## src/rtl/npc_pkg.sv

```systemverilog
// Shared definitions for the writeback unit: state encoding,
// load funct3 codes and register-file geometry.
package npc_pkg;

  localparam int REG_ADDR_WIDTH = 5;
  localparam int REG_DATA_WIDTH = 32;

  typedef enum logic [1:0] {
    IDLE,
    WB,
    REQ,
    WAIT
  } wb_state_t;

  localparam logic [2:0] F3_LB  = 3'b000;
  localparam logic [2:0] F3_LH  = 3'b001;
  localparam logic [2:0] F3_LW  = 3'b010;
  localparam logic [2:0] F3_LBU = 3'b100;
  localparam logic [2:0] F3_LHU = 3'b101;

endpackage

```

## src/rtl/load_align.sv

```systemverilog
// Load data alignment: shifts the fetched word down by the byte
// offset, then sign- or zero-extends per the RV32 load width.
module load_align
  import npc_pkg::*;
(
  input  logic [31:0] word_i,
  input  logic [1:0]  off_i,
  input  logic [2:0]  funct3_i,
  output logic [31:0] data_o
);

  logic [31:0] w;

  always_comb begin
    w = word_i >> {off_i, 3'b000};
    unique case (1'b1)
      funct3_i == F3_LB:  data_o = {{24{w[7]}}, w[7:0]};
      funct3_i == F3_LBU: data_o = {24'h0, w[7:0]};
      funct3_i == F3_LH:  data_o = {{16{w[15]}}, w[15:0]};
      funct3_i == F3_LHU: data_o = {16'h0, w[15:0]};
      default:            data_o = w;
    endcase
  end

endmodule

```

## src/rtl/wb_unit.sv

```systemverilog
// Writeback unit: owns the register-file write port, performs load
// reads from data memory and exposes the in-flight rd for hazards.
module wb_unit
  import npc_pkg::*;
#(
  parameter int ADDR_WIDTH = REG_ADDR_WIDTH,
  parameter int DATA_WIDTH = REG_DATA_WIDTH
) (
  input  logic                  clk,
  input  logic                  rst,
  input  logic                  in_valid,
  output logic                  in_ready,
  input  logic [ADDR_WIDTH-1:0] in_rd,
  input  logic                  in_wen,
  input  logic                  in_is_load,
  input  logic [2:0]            in_funct3,
  input  logic [DATA_WIDTH-1:0] in_data,
  output logic                  mem_req_valid,
  input  logic                  mem_req_ready,
  output logic [DATA_WIDTH-1:0] mem_req_addr,
  input  logic                  mem_rsp_valid,
  input  logic [DATA_WIDTH-1:0] mem_rsp_data,
  output logic [ADDR_WIDTH-1:0] rdAddr,
  output logic [DATA_WIDTH-1:0] rdData,
  output logic                  writeEnable,
  output logic                  busy,
  output logic [ADDR_WIDTH-1:0] busy_rd
);

  wb_state_t             state_q, state_d;
  logic [ADDR_WIDTH-1:0] rd_q, rd_d;
  logic                  wen_q, wen_d;
  logic [2:0]            f3_q, f3_d;
  logic [DATA_WIDTH-1:0] data_q, data_d;
  logic [DATA_WIDTH-1:0] aligned;
  logic                  hs;
  logic                  in_wb;

  // data_q holds the load address until the response replaces it
  load_align u_align (
    .word_i   (mem_rsp_data),
    .off_i    (data_q[1:0]),
    .funct3_i (f3_q),
    .data_o   (aligned)
  );

  assign in_ready = (state_q == IDLE) || (state_q == WB);
  assign hs       = in_valid && in_ready;
  assign in_wb    = (state_q == WB);

  always_comb begin
    state_d = state_q;
    rd_d    = rd_q;
    wen_d   = wen_q;
    f3_d    = f3_q;
    data_d  = data_q;
    unique case (1'b1)
      state_q == IDLE,
      state_q == WB: begin
        if (hs) begin
          rd_d    = in_rd;
          wen_d   = in_wen;
          f3_d    = in_funct3;
          data_d  = in_data;
          state_d = in_is_load ? REQ : WB;
        end else begin
          state_d = IDLE;
        end
      end
      state_q == REQ: begin
        if (mem_req_ready) state_d = WAIT;
      end
      state_q == WAIT: begin
        if (mem_rsp_valid) begin
          data_d  = aligned;
          state_d = WB;
        end
      end
      default: state_d = IDLE;
    endcase
  end

  always_ff @(posedge clk) begin
    if (rst) begin
      state_q <= IDLE;
      rd_q    <= '0;
      wen_q   <= 1'b0;
      f3_q    <= '0;
      data_q  <= '0;
    end else begin
      state_q <= state_d;
      rd_q    <= rd_d;
      wen_q   <= wen_d;
      f3_q    <= f3_d;
      data_q  <= data_d;
    end
  end

  assign mem_req_valid = (state_q == REQ);
  assign mem_req_addr  = mem_req_valid ?
                         {data_q[DATA_WIDTH-1:2], 2'b00} : '0;

  assign rdAddr      = in_wb ? rd_q : '0;
  assign rdData      = in_wb ? data_q : '0;
  assign writeEnable = in_wb && wen_q && (rd_q != '0);

  assign busy    = (state_q != IDLE);
  assign busy_rd = (busy && wen_q) ? rd_q : '0;

endmodule

```

## config.mk

```make
export PLATFORM = sky130hd
export DESIGN_NAME = wb_unit
export DESIGN_NICKNAME = d
export VERILOG_FILES = /design/src/rtl/npc_pkg.sv /design/src/rtl/load_align.sv /design/src/rtl/wb_unit.sv
export SDC_FILE = /design/constraint.sdc
export NUM_CORES = 1
export LEC_CHECK = 0
export CAP_MARGIN = 30
export CELL_PAD_IN_SITES_DETAIL_PLACEMENT = 0
export CELL_PAD_IN_SITES_GLOBAL_PLACEMENT = 2
export CORE_ASPECT_RATIO = 2
export CORE_MARGIN = 2
export CORE_UTILIZATION = 23
export CTS_CLUSTER_DIAMETER = 100
export CTS_CLUSTER_SIZE = 8
export DETAILED_ROUTE_END_ITERATION = 7
export PLACE_DENSITY = 0.85
export RECOVER_POWER = 50
export SYNTH_ARGS = -nofsm -noshare
export SYNTH_HDL_FRONTEND = slang
export SYNTH_SLANG_ARGS = --single-unit
```

## constraint.sdc

```tcl
create_clock -name clk -period 2.3 [get_ports clk]
set_input_delay 0.23 -clock clk [delete_from_list [all_inputs] [get_ports clk]]
set_output_delay 0.23 -clock clk [all_outputs]
set_load 0.05 [all_outputs]
```

==> results of run 1 <==
metal layers:
metal,global-route usage (%),share of wire (%)
met1,18.2,33
met4,10.2,5.6
met5,0,0
met2,34.3,57
met3,2.01,4.3
cell families (layout without fill, tap and decap cells):
family          count (synthesis)  after routing  share of synthesized area (%)
compound gates                101            101                           23.8
buf+inv                        43            185                           6.72
flops                          43             43                           27.7
mux                            25             25                           8.74
other cells                     1              4                          0.121
simple gates                  198            198                           32.9
power by group:
group / internal, mW / total [mW] / switching, mW / leakage (nW)
sequential: 0.803 / 0.865 / 0.0620 / 0.355
combinational: 0.353 / 0.745 / 0.392 / 1.78
clock: 0.400 / 0.708 / 0.308 / 0.0658
cell type report:
class                   count  share of cell area (%)
diodes                      2                  0.0895
well taps                 155                    3.47
inverters                   3                   0.201
repair buffers            174                    41.7
clock inverters             3                   0.358
clock buffers               5                    2.24
flip-flops and latches     43                    15.4
multi-input cells         326                    36.5
per-stage QoR:
stage / cells / hold WS (ns) / worst slack [ns] / power (mW) / util, %
floorplan: 412 / 0.366 / 0.0446 / 1.25 / -
CTS: 709 / 0.482 / 0.183 / 2.35 / 42.1
finish: 711 / 0.478 / 0.188 / 2.32 / 41.8
detailed placement: 701 / 0.474 / 0.321 / 1.64 / 41.0
global placement: 701 / 0.453 / 0.332 / 1.63 / 41.0
global route: 711 / 0.501 / 0.0604 / 2.44 / 41.8
worst max-delay path: stages, from the launching register on:
cell and delay (ns):
dfxtp_1 0.53, inv_1 0.17, nor2_2 0.17, clkbuf_2 0.32, and2_0 0.25, buf_12 0.15
synth_stat cells, drive strengths merged (2+ instances only):
library cell	n
dfxtp	43
o211ai	14
nor2	19
a311oi	7
a32oi	8
nand2b	2
buf	22
mux2i	17
and3	12
inv	3
and2	68
nand2	69
o21ai	27
a21oi	21
a211oi	9
mux2	7
nor2b	2
or2	2
nand3	18
clkbuf	18
o2111ai	8
registers in the layout, indices dropped and copies added (netlist names):
name     cells
rd_q         5
state_q      2
data_q      32
f3_q         3
wen_q        1
final timing paths:
path | from | to | slack (ns) | depth (start not counted)
setup / recovery | state_q[1] | mem_req_addr[4] | 0.19 | 5
hold / removal | data_q[13] | data_q[13] | 0.48 | 2
setup reg to reg | state_q[1] | data_q[30] | 0.29 | 5
hold reg to reg | data_q[13] | data_q[13] | 0.48 | 2
==> flow_summary.yaml, run 1 <==
finish:
  seq_area_sq_um: 861
  layout.nets: 632
  layout_common_cells: "78 x clkdlybuf4s50_1, 69 x buf_12, 68 x nand2_1"
  fin_area_sq_um: 5590
  fillerInstances: 1346
  drive_above_1_share_pct: 21.5
  area_growth_pct: 79.9
  final_common_cell: "clkdlybuf4s50_1"
  multiInputGateArea_sq_um: 2040
job:
  drv_cap: 0
floorplanning:
  num_rows: 60
  io_pins: 157
  die_height_um: 168
  fp.dieW_um: 86.2
  initial_core_util_pct: 23.3
  core_sq_um: 13400
  die_area_sq_um: 14500
sta:
  fin_crit_ns: 2.11
  slew_violations: 0
  hold_violations: 0
  rsz0062_at_grt: "false"
  finalSetupViolCount: 0
  min_period_over_period_pct: 91.8
  max-slew-margin-rel_pct: 59.8
  skew_ns: 0.00382
  tightest_slew_ns: 0.605
  tns_ns: 0
  fmax_mhz: 474
power_and_ir_drop:
  ir_worst_vdd_mv: 0.269
  p_leak_nw: 2.20
  power_density_nw_per_um2: 415
hold_path:
  hp-class: "reg2reg"
global_routing:
  antenna_found_initial: 2
  grt_max_degree: 25
  grt_pass1_vias: 3767
  grt_overflow: 0
  grt_usage_pct: 18.0
  grt_pass1_wl_um: 20100
setup_path:
  critical_path_class: "reg2out"
  start_kind: "flip-flop"
  required_ns: 2.07
  endpoint_kind: "output pin"
  timing.critical_path.arrival_ns: 1.88
  cp_max_fo: 16
route:
  ant_nets: 0
  wl_per_cell_um: 18.1
  drt_iter0_markers: 200
  viasPerCell: 4.97
  drc_errors: 0
  vias: 3536
  firstDrtPassIters: 6
  wl_um: 12900
synth:
  synth_edf_count: 0
  ys_ff_latch: 43
  synth_area_per_cell_sq_um: 7.56
  ys_top_cells_by_area: "dfxtp_1 28%, and2_1 14%, nand2_1 8.2%, mux2i_1 5.5%, o21ai_0 3.7%"
  synth_top_area_cell: "dfxtp_1"
  syn_area_sq_um: 3110
  yosysSeqAreaShare_pct: 27.7
  yosysWarnings: 0
  synth-async-reset-ratio_pct: 0
  synthFlopType: "dfxtp_1"
  synth_top_area_share_pct: 27.7
  synth.distinct_cells: 43
  synthCells: 411
clock_network:
  holdBufCountCts: 0
  cts_made_buffers: 5
  clk_pin_slew_ns: 0.06
  htreeDepth: 2
  cts_tree: "done"
  root_buffer: "clkbuf_16"
  clk_latency_ns: 0.29
  cts_buffer_depth: 2
  clkSinkCount: 43
  post-cts-setup-buffers: 0
  cts_resized: 0
placement:
  io_buffers: 154
  gp_congestion: 0.939
  placement.cell_area_sq_um: 5480
  hpwl_um: 10700
run_status:
  status: "finished, final reports clean"
Note: power is estimated with default switching activity, not from simulation.
==> run 2: changes to the inputs <==
--- a/config.mk
+++ b/config.mk
@@ -14,6 +14,7 @@
 export CTS_CLUSTER_DIAMETER = 100
 export CTS_CLUSTER_SIZE = 8
 export DETAILED_ROUTE_END_ITERATION = 7
+export GPL_TIMING_DRIVEN = 0
 export PLACE_DENSITY = 0.85
 export RECOVER_POWER = 50
 export SYNTH_ARGS = -nofsm -noshare
==> flow_summary.yaml, run 2 (synthesized netlist as in run 1, its figures left out) <==
run_status:
  status: "finished, final reports clean"
power_and_ir_drop:
  p_leak_nw: 2.09
  power.total_mw: 2.37
  ir_worst_vdd_mv: 0.273
  power_density_nw_per_um2: 482
floorplanning:
  num_rows: 60
  initial_core_util_pct: 23.3
  io_pins: 157
  die_area_sq_um: 14500
  core_sq_um: 13400
  die_height_um: 168
  fp.dieW_um: 86.2
clock_network:
  cts_tree: "done"
  clk_pin_slew_ns: 0.07
  clkSinkCount: 43
  htreeDepth: 2
  clk_latency_ns: 0.30
  root_buffer: "clkbuf_16"
  holdBufCountCts: 0
  cts_buffer_depth: 2
  cts_made_buffers: 5
hold_path:
  hp-class: "reg2reg"
route:
  drt_iter0_markers: 163
  viasPerCell: 4.92
  vias: 3594
  wl_per_cell_um: 18.4
  wl_um: 13500
  drc_errors: 0
  firstDrtPassIters: 5
  ant_nets: 0
placement:
  gp_congestion: 0.870
  hpwl_um: 11000
  post-place-ws_ns: -0.451
  io_buffers: 154
job:
  drv_cap: 0
sta:
  slew_violations: 0
  tightest_slew_ns: 0.602
  fmax_mhz: 459
  hold_violations: 0
  min_period_over_period_pct: 94.8
  finalSetupViolCount: 0
  max-slew-margin-rel_pct: 59.9
  rsz0062_at_grt: "false"
  skew_ns: 0.0101
  tns_ns: 0
  fin_crit_ns: 2.18
  setup_ws_ns: 0.119
finish:
  layout_common_cells: "76 x clkdlybuf4s50_1, 68 x nand2_1, 67 x and2_1"
  largest_reg_flops: 32
  layout.nets: 652
  drive_above_1_share_pct: 17.9
  final_common_cell: "clkdlybuf4s50_1"
  largest_register: "data_q"
  area_growth_pct: 58.3
  reg_top3: "data_q x32, rd_q x5, f3_q x3"
setup_path:
  endpoint_kind: "output pin"
  critical_path_class: "reg2out"
  start_kind: "flip-flop"
  cp_max_fo: 10
  reg2reg_setup_slack_ns: 0.29
  timing.critical_path.arrival_ns: 1.95
  required_ns: 2.07
global_routing:
  grt_pass1_wl_um: 20300
  grt_pass1_vias: 3753
  grt_usage_pct: 18.4
  grt_max_degree: 15
  grt_overflow: 0
  antenna_found_initial: 0
## run 2: changes by cell type in the layout (fill, tap and decap cells not counted), sizes merged, moves of 2 or more
cell,previous run,this run
buf,83,30
clkdlybuf4s15,0,30
dlygate4sd2,0,23
clkbuf,16,37
clkdlybuf4s50,78,76
clkinvlp,2,0
## run 2: timing repair
| item | CTS | global route |
|---|---|---|
| endpoints found under the setup margin | 74 | 47 |
| buffers inserted | 0 | 0 |
| gates resized for setup | 181 | 53 |
## run 2: critical path, stage by stage, from the launching register on
cell and delay [ns]:
dfxtp_1 0.35, buf_2 0.26, buf_2 0.33, and2_1 0.18, dlygate4sd2_1 0.53
## run 2: area by class of cell
class,instances,area [sq um]
clock inverters,3,43.8
repair buffers,154,1440
inverters,3,11.3
well taps,155,194
fillers,1434,8440
clock buffers,5,125
multi-input cells,326,2030
plain buffers,40,210
flip-flops and latches,43,861
diodes,1,2.50
## run 2: power by group
group	internal [mW]	total [mW]	switching, mW	leakage (nW)
registers	0.803	0.850	0.0473	0.355
clock network	0.513	0.830	0.318	0.0838
logic	0.290	0.693	0.402	1.65
total	1.61	2.37	0.767	2.09
## run 2: through the flow
| stage | area, sq um | cells | util (%) | hold WS [ns] |
|---|---|---|---|---|
| after global routing | 4920 | 729 | 36.8 | 0.509 |
| final | 4920 | 730 | 36.8 | 0.479 |
| after CTS | 5060 | 729 | 37.9 | 0.473 |
| after detailed placement | 4850 | 721 | 36.3 | 0.464 |
| after global placement | 4850 | 721 | 36.3 | 0.452 |
| after floorplan | 3110 | 412 | - | 0.366 |
## run 2: path summary, 6_finish.rpt
check,start,endpoint,cells after the start
worst max-delay path,data_q[0],rdData[0],4
worst max register to register,state_q[1],data_q[26],7
worst min register to register,rd_q[0],rd_q[0],2
worst min-delay path,rd_q[0],rd_q[0],2
## run 2: metal layers
layer	part of all wire [%]	global-route usage (%)	up-vias
met3	4.5	2.30	17
li1	-	-	1771
met2	59	36.8	137
met1	34	18.1	1669
met4	2.6	7.88	0
met5	0	0	-
==> run 3: changes to the inputs <==
--- a/config.mk
+++ b/config.mk
@@ -15,8 +15,9 @@
 export CTS_CLUSTER_SIZE = 8
 export DETAILED_ROUTE_END_ITERATION = 7
 export GPL_TIMING_DRIVEN = 0
-export PLACE_DENSITY = 0.85
+export PLACE_DENSITY = 0.95
 export RECOVER_POWER = 50
 export SYNTH_ARGS = -nofsm -noshare
 export SYNTH_HDL_FRONTEND = slang
 export SYNTH_SLANG_ARGS = --single-unit
+export TNS_END_PERCENT = 1
==> flow_summary.yaml, run 3 (synthesized netlist as in run 1, its figures left out) <==
run_status:
  status: "finished, final reports clean"
floorplanning:
  initial_core_util_pct: 23.3
  num_rows: 60
  core_sq_um: 13400
  die_height_um: 168
  fp.dieW_um: 86.2
  die_area_sq_um: 14500
  io_pins: 157
clock_network:
  cts_buffer_depth: 2
  root_buffer: "clkbuf_16"
  htreeDepth: 2
  clk_pin_slew_ns: 0.07
  cts_tree: "done"
  cts_made_buffers: 5
  clkSinkCount: 43
  post-cts-setup-buffers: 0
  holdBufCountCts: 0
  clk_latency_ns: 0.30
route:
  firstDrtPassIters: 4
  drt_iter0_markers: 141
  vias: 3618
  wl_um: 13400
  drc_errors: 0
  wl_per_cell_um: 18.3
  ant_nets: 0
  viasPerCell: 4.95
setup_path:
  r2r_end: "data_q[30]"
  crit_path_max_incr_delay_ns: 0.37
  critical_path_class: "reg2out"
  path_cells: "buf_2 -> nor2b_1 -> clkbuf_4 -> clkbuf_4 -> and2_1 -> clkdlybuf4s15_2"
  cpMostUsedCell: "clkbuf_4"
  reg2reg_from: "state_q[1]"
  required_ns: 2.07
  critPathLaunch: "state_q[0]"
  cp_max_fo: 10
  timing.critical_path.arrival_ns: 1.97
  r2r_cells: 6
  reg2reg_setup_slack_ns: 0.27
  worst_path_max_delay_cell: "clkdlybuf4s15_2"
  endpoint_kind: "output pin"
  start_kind: "flip-flop"
global_routing:
  top_usage_layer: "met2"
  grt_pass1_wl_um: 20100
  met3_usage_pct: 2.35
  grt_pass1_vias: 3800
  grt_util_met2_pct: 34.6
  grt_max_degree: 15
  grt_use_met1_pct: 17.7
  antenna_found_initial: 2
  grt_usage_pct: 18.2
  grt_overflow: 0
sta:
  skew_ns: 0.00742
  hold_violations: 0
  max-slew-margin-rel_pct: 46.2
  min_period_over_period_pct: 95.7
  fin_crit_ns: 2.20
  slew_violations: 0
  tightest_slew_ns: 0.805
  whs_ns: 0.477
  rsz0062_at_grt: "true"
  finalSetupViolCount: 0
  fmax_mhz: 454
placement:
  gp_congestion: 0.896
  place_inst: 721
  io_buffers: 154
  hpwl_um: 10900
finish:
  area_growth_pct: 61.4
  largest_register: "data_q"
  layout_common_cells: "79 x clkdlybuf4s50_1, 68 x and2_1, 68 x nand2_1"
  layout.nets: 652
  largest_reg_flops: 32
  reg_top3: "data_q x32, rd_q x5, f3_q x3"
  final_common_cell: "clkdlybuf4s50_1"
  stdcell_count: 731
  fillerInstances: 1449
  drive_above_1_share_pct: 17.1
power_and_ir_drop:
  power_density_nw_per_um2: 475
  ir_worst_vdd_mv: 0.262
  p_leak_nw: 2.04
job:
  drv_cap: 0
hold_path:
  hp-class: "reg2reg"
  hold_depth: 2
  min-delay-start: "data_q[14]"
  min_to: "data_q[14]"
==> run 3: cell types whose count changed in the layout (fill, tap and decap cells not counted), sizes merged <==
cell / previous run / this run
diode: 1 / 2
clkdlybuf4s50: 76 / 79
buf: 30 / 16
clkbuf: 37 / 31
dlygate4sd3: 3 / 1
clkdlybuf4s15: 30 / 45
clkdlybuf4s18: 0 / 3
dlygate4sd2: 23 / 24
==> run 3: layer usage <==
metal | part of all wire (%) | wire, um | vias up
met5 | 0 | 0 | -
met4 | 6.0 | 809 | 0
met3 | 4.8 | 637 | 37
met2 | 55 | 7330 | 152
met1 | 35 | 4630 | 1667
li1 | - | - | 1762
==> run 3: critical path, delay by kind of cell, from the launching register on <==
kind	cells	cell delay (ns)
buffers and inverters	4	1.03
flip-flops	1	0.30
AND/OR/NAND/NOR	2	0.35
==> run 3: how the worst max path moves through the flow <==
| stage | to | depth (start not counted) |
|---|---|---|
| 2_1_floorplan | mem_req_addr[22] | 5 |
| 3_3_place_gp | rdData[21] | 6 |
| 3_5_place_dp | rdData[18] | 6 |
| 4_1_cts | mem_req_valid | 5 |
| 5_1_grt | mem_req_addr[19] | 6 |
| 6_report | rdData[12] | 6 |
==> run 3: final cells by class <==
type                    count  area (sq um)  share of cell area (%)
multi-input cells         326          2010                    40.1
repair buffers            154          1560                    31.1
flip-flops and latches     43           861                    17.2
plain buffers              40           208                    4.14
well taps                 155           194                    3.87
clock buffers               5           125                    2.50
clock inverters             3          43.8                   0.873
inverters                   3          11.3                   0.225
diodes                      2          5.00                  0.0998
==> run 3: metrics by stage <==
step / setup WS, ns / util [%] / power, mW / area [sq um] / TNS [ns]
6_report: 0.0980 / 37.5 / 2.38 / 5010 / 0
5_1_grt: -0.0198 / 37.5 / 2.48 / 5010 / -0.0757
4_1_cts: 0.0168 / 37.9 / 2.41 / 5060 / 0
3_5_place_dp: -0.503 / 36.3 / 1.58 / 4850 / -17.62
3_3_place_gp: -0.436 / 36.3 / 1.57 / 4850 / -15.52
2_1_floorplan: 0.0446 / - / 1.25 / 3110 / 0
==> run 3: repair_timing <==
| item | in CTS | in global routing |
|---|---|---|
| setup endpoints to repair | 74 | 43 |
| pin swaps | 0 | 0 |
| resized for setup | 182 | 12 |
==> run 3: report_power, final <==
group          internal [mW]  total [mW]  switching, mW
sequential             0.803       0.851         0.0476
clock                  0.513       0.834          0.322
combinational          0.295       0.696          0.401
total                   1.61        2.38          0.770
